### src/rtl/arith_pkg.sv
// Shared definitions for the serial arithmetic blocks.
// Provides the common IDLE/SHIFT/DONE state encoding.
package arith_pkg;

  typedef enum logic [1:0] {
    ST_IDLE  = 2'd0,
    ST_SHIFT = 2'd1,
    ST_DONE  = 2'd2
  } state_e;

endpackage

### src/rtl/serial_subtractor_if.sv
// Start/busy/done handshake and operand/result bus for serial_subtractor.
// master: requester (start, a, b); slave: subtractor (busy, done, diff, bout).
interface serial_subtractor_if #(
  parameter int WIDTH = 8
) ();

  logic             start;
  logic [WIDTH-1:0] a;
  logic [WIDTH-1:0] b;
  logic             busy;
  logic             done;
  logic [WIDTH-1:0] diff;
  logic             bout;

  modport master (
    output start, a, b,
    input  busy, done, diff, bout
  );

  modport slave (
    input  start, a, b,
    output busy, done, diff, bout
  );

endinterface

### src/rtl/full_subtractor.sv
// One-bit full subtractor built from gate primitives.
// Ports: a, b, bin in; d (a-b-bin bit), bout (borrow out) out.
module full_subtractor (
  input  logic a,
  input  logic b,
  input  logic bin,
  output logic d,
  output logic bout
);

  logic ab_x;
  logic a_n;
  logic ab_xn;
  logic t0;
  logic t1;

  xor g_x0 (ab_x, a, b);
  xor g_x1 (d, ab_x, bin);
  not g_n0 (a_n, a);
  not g_n1 (ab_xn, ab_x);
  and g_a0 (t0, a_n, b);
  and g_a1 (t1, ab_xn, bin);
  or  g_o0 (bout, t0, t1);

endmodule

### src/rtl/serial_subtractor.sv
// Bit-serial unsigned subtractor, LSB first, one bit per clock.
// Ports: clk, rst_n (async low), bus (slave: start,a,b -> busy,done,diff,bout).
module serial_subtractor
  import arith_pkg::*;
#(
  parameter int WIDTH = 8
) (
  input logic                clk,
  input logic                rst_n,
  serial_subtractor_if.slave bus
);

  localparam int CW = (WIDTH > 1) ? $clog2(WIDTH) : 1;
  localparam logic [CW-1:0] CNT_LAST = CW'(WIDTH - 1);

  state_e           state;
  state_e           state_n;
  logic [WIDTH-1:0] a_sh;
  logic [WIDTH-1:0] b_sh;
  logic [WIDTH-1:0] diff_q;
  logic [CW-1:0]    cnt;
  logic             br;
  logic             bout_q;
  logic             d_bit;
  logic             br_nxt;
  logic             last;

  full_subtractor u_fs (
    .a    (a_sh[0]),
    .b    (b_sh[0]),
    .bin  (br),
    .d    (d_bit),
    .bout (br_nxt)
  );

  assign last = (cnt == CNT_LAST);

  always_comb begin
    state_n = state;
    unique case (state)
      ST_IDLE:  if (bus.start) state_n = ST_SHIFT;
      ST_SHIFT: if (last) state_n = ST_DONE;
      ST_DONE:  state_n = ST_IDLE;
      default:  state_n = ST_IDLE;
    endcase
  end

  always_ff @(posedge clk or negedge rst_n) begin
    if (!rst_n) begin
      state <= ST_IDLE;
    end else begin
      state <= state_n;
    end
  end

  always_ff @(posedge clk or negedge rst_n) begin
    if (!rst_n) begin
      a_sh   <= '0;
      b_sh   <= '0;
      diff_q <= '0;
      cnt    <= '0;
      br     <= 1'b0;
      bout_q <= 1'b0;
    end else begin
      unique case (state)
        ST_IDLE: begin
          if (bus.start) begin
            a_sh   <= bus.a;
            b_sh   <= bus.b;
            diff_q <= '0;
            cnt    <= '0;
            br     <= 1'b0;
            bout_q <= 1'b0;
          end
        end
        ST_SHIFT: begin
          diff_q <= {d_bit, diff_q[WIDTH-1:1]};
          a_sh   <= a_sh >> 1;
          b_sh   <= b_sh >> 1;
          br     <= br_nxt;
          if (last) begin
            bout_q <= br_nxt;
          end else begin
            cnt <= cnt + 1'b1;
          end
        end
        default: ;
      endcase
    end
  end

  assign bus.busy = (state == ST_SHIFT) || (state == ST_DONE);
  assign bus.done = (state == ST_DONE);
  assign bus.diff = diff_q;
  assign bus.bout = bout_q;

endmodule

### src/flat_wrapper.sv
// flat-port wrapper written by rule: the top's interface ports become plain ports
module serial_subtractor_flat import arith_pkg::*;
#(
  parameter int WIDTH = 8
)
  (clk, rst_n, bus_start, bus_a, bus_b, bus_busy, bus_done, bus_diff, bus_bout);
  serial_subtractor_if #(.WIDTH(WIDTH)) bus_i ();
  input logic clk;
  input logic rst_n;
  input wire logic [$bits(bus_i.start)-1:0] bus_start;
  input wire logic [$bits(bus_i.a)-1:0] bus_a;
  input wire logic [$bits(bus_i.b)-1:0] bus_b;
  output wire logic [$bits(bus_i.busy)-1:0] bus_busy;
  output wire logic [$bits(bus_i.done)-1:0] bus_done;
  output wire logic [$bits(bus_i.diff)-1:0] bus_diff;
  output wire logic [$bits(bus_i.bout)-1:0] bus_bout;
  assign bus_i.start = bus_start;
  assign bus_i.a = bus_a;
  assign bus_i.b = bus_b;
  assign bus_busy = bus_i.busy;
  assign bus_done = bus_i.done;
  assign bus_diff = bus_i.diff;
  assign bus_bout = bus_i.bout;
  serial_subtractor #(.WIDTH(WIDTH)) u_core (.clk(clk), .rst_n(rst_n), .bus(bus_i));
endmodule
### config.mk
export PLATFORM = sky130hd
export DESIGN_NAME = serial_subtractor_flat
export DESIGN_NICKNAME = d
export VERILOG_FILES = /design/src/rtl/arith_pkg.sv /design/src/rtl/serial_subtractor_if.sv /design/src/rtl/full_subtractor.sv /design/src/rtl/serial_subtractor.sv /design/src/flat_wrapper.sv
export SDC_FILE = /design/constraint.sdc
export NUM_CORES = 1
export LEC_CHECK = 0
export ABC_AREA = 1
export CORE_UTILIZATION = 30
export CTS_BUF_LIST = sky130_fd_sc_hd__clkbuf_16
export DETAILED_ROUTE_END_ITERATION = 7
export PLACE_DENSITY = 0.59
export SYNTH_ARGS = -nofsm -noshare
export SYNTH_HDL_FRONTEND = slang
export SYNTH_HIERARCHICAL = 1
export SYNTH_SLANG_ARGS = --single-unit
### constraint.sdc
create_clock -name clk -period 1.45 [get_ports clk]
set_input_delay 0.29 -clock clk [delete_from_list [all_inputs] [get_ports clk]]
set_output_delay 0.29 -clock clk [all_outputs]
set_load 0.005 [all_outputs]
==> results by group <==
Power and ir drop
  • Static Leak: ~1.3 nW
  • Pwr Total: 4.43 mW
  • Worst vdd ir: ~0.00079 V
  • Cell Pwr Density: 1950 nW/µm²

Timing
  • Clk_skew: 5.22 ps
  • FMAX: roughly 0.70 GHz
  • Minimum clock period: approximately 1400 ps
  • Final hold vios: 0
  • Setup TNS: 0 ps
  • Slew HR: a little over four fifths
  • RSZ-0062 raised after global routing: no
  • Final Cycle Share: between 90 and 100%
  • Slew at the pin with the worst max-slew slack: between 200 and 250 ps
  • Final setup viols: 0
  • Fin. max-slew vios: 0

Cells and area
  • Area growth, synth to finish: 41.0%
  • Finished Layout Cells: 324
  • Multi-input logic area: between 700 and 800 µm²
  • Register area: between 700 and 800 µm²
  • Antenna Cells: 0
  • Fillcell total: 548
  • Fin area: about 2300 µm²
  • Final Util: ~44%
  • Commonest non-fill, non-tap cell in the layout: nand2_1
  • Share of layout cells above drive strength 1: 13.8%
  • Commonest cells after routing, fill and taps aside: nand2_1 (124), dfrtp_1 (31), clkdlybuf4s50_1 (22), nand3_1 (15), buf_4 (15)
  • Number of nets in the layout: ~280

Place
  • DP Area: 2040 µm²
  • GPL Wtd Cong: 0.787
  • Inst Count DP: a little over 300
  • DP HPWL: about 2200 µm
  • # port buffers: 29

Worst setup path
  • Critical-path maximum fanout: 2
  • Worst path bufs/invs: 1
  • Critical Path End Type: primary output
  • Startpoint Class: register
  • Worst path cell trace: clkdlybuf4s50_1
  • CP required: around 1200 ps
  • CP Class: register to primary output
  • R2r startpoint: u_core/state[0]
  • CP max stage delay: 500 ps
  • Crit path launch: u_core/bus.diff[2]
  • Crit path DAT: ~1100 ps
  • Top delay family on crit path: buffers and inverters
  • CP max-delay cell: clkdlybuf4s50_1

Detailed routing
  • Final WL: about 3400 µm
  • Iter 0 DRT Violations: 68
  • Via-to-Cell Ratio: approximately 4.3
  • # DRC: 0
  • DRT antenna net count: 0
  • Via count: roughly 1,400
  • DR pass1 iterations: 4
  • WL/cell: approximately 10 µm

Floorplan
  • Core ar.: 5140 µm²
  • Starting Density: a little under a third
  • Die Area: about 5700 µm²
  • Rows: 26
  • Die Y: ~75 µm
  • IO Count: 30
  • Die W: between 70 and 80 µm

GRT
  • Global-route wire length before repair: ~5700 µm
  • GR Overflow Total: 0
  • Overall global routing resource usage: between 10% and 20%
  • Largest net degree at the start of global routing: 32
  • Antenna violations before repair: 0
  • Vias in the first global route: roughly 1,300

Clock network
  • Clock transition at path regs: roughly 50 ps
  • Clock Path Buffers: 2
  • Clk sinks: 31
  • Skew-Pair Late Insertion Delay: between 200 and 300 ps
  • TritonCTS clock tree: yes
  • H-tree levels: 2
  • Inserted Clock Buffers: 5
  • Number of buffers inserted by hold repair at cts: 0
  • Clock root buffer master: clkbuf_16

Synthesis
  • Mapped Nets: 235
  • Post-synthesis cell count: around 210
  • Synth Register Bits: 31
  • Avg Cell Area, Syn: between 7 and 8 µm²
  • Synth Area in Adders: about 7.5%
  • Post-Synth XOR/XNOR Area: 0%
  • Multiplexer share of the synthesized area: 0%
  • Yosys warnings: 6
  • Largest family of logic cells by synthesized area: simple AND/OR/NAND/NOR gates
  • Post-Synth Simple-Gate Area: 36.6%
  • Seq/Total Area, Yosys: 48.2%
  • Post-synthesis compound-gate area fraction: 0.622%
  • Count of cell types in the netlist: 16
  • Cell area after synthesis: 1610 µm²

Worst hold path
  • HP Class: input port to async pin

Run
  • Max cap viols: 0

Run status
  • Status: finished clean
## worst paths after layout
kind / to / slack [ps] / depth (start not counted)
max in group asynchronous: u_core/state[0] / 890 / 2
max: bus_diff[2] / 30 / 1
min reg2reg: u_core/b_sh[5] / 470 / 2
min: u_core/b_sh[2] / 390 / 2
max reg2reg: u_core/bus.diff[0] / 70 / 7
min in group clk: u_core/b_sh[5] / 470 / 2
## state kept, by name, indices dropped and copies added (netlist names)
| name | count |
|---|---|
| u_core/a_sh | 8 |
| u_core/b_sh | 8 |
| u_core/br | 1 |
| u_core/bus.bout | 1 |
| u_core/bus.diff | 8 |
| u_core/cnt | 3 |
| u_core/state | 2 |
## metrics by stage
step	hold slack, ps	setup WS (ps)
after floorplan	-5.59	168
after global placement	456	11.7
after detailed placement	458	-2.84
after CTS	392	-12.1
after global routing	407	0.937
final	387	30.6
## cell usage after synthesis
master | count | area (µm²)
nand4_1 | 1 | 6.26
o21ai_0 | 2 | 10.0
fa_1 | 1 | 20.0
nand2_4 | 2 | 22.5
buf_6 | 3 | 33.8
dfrtp_1 | 31 | 776
nand3b_1 | 1 | 7.51
nand2_1 | 124 | 465
nand3_1 | 15 | 75.1
inv_1 | 10 | 37.5
ha_1 | 8 | 100
buf_2 | 2 | 10.0
inv_4 | 1 | 6.26
nand2_2 | 2 | 12.5
inv_2 | 1 | 3.75
buf_4 | 3 | 22.5
## power by group
| group | switching [mW] | internal (mW) |
|---|---|---|
| logic | 1.18 | 0.801 |
| registers | 0.141 | 1.14 |
| clock network | 0.363 | 0.799 |
## metal layers
metal  global-route usage [%]  part of all wire, %  vias to the layer above
li1                         -                    -                      727
met1                     17.2                   49                      631
met2                     21.6                   45                       21
met3                     3.88                  4.0                        5
met4                     7.41                  1.6                        0
met5                        0                    0                        -
## cells by family after synthesis
family / count (synthesis)
buf+inv: 20
fa+ha+maj: 9
compound gates: 2
simple gates: 145
flops: 31
## layout make-up
class                      count  area share, %
inverter                      12           2.10
multi-input combinational    156           32.1
timing repair buffer          47           20.5
sequential                    31           34.2
clock inverter                 3           1.71
tap                           70           3.86
clock buffer                   5           5.52
## repair_timing
item	in CTS	in global routing
setup endpoints to repair	9	32
resized for setup	8	8
setup buffers	7	0
No activity file was read; power rests on OpenSTA's default activity.
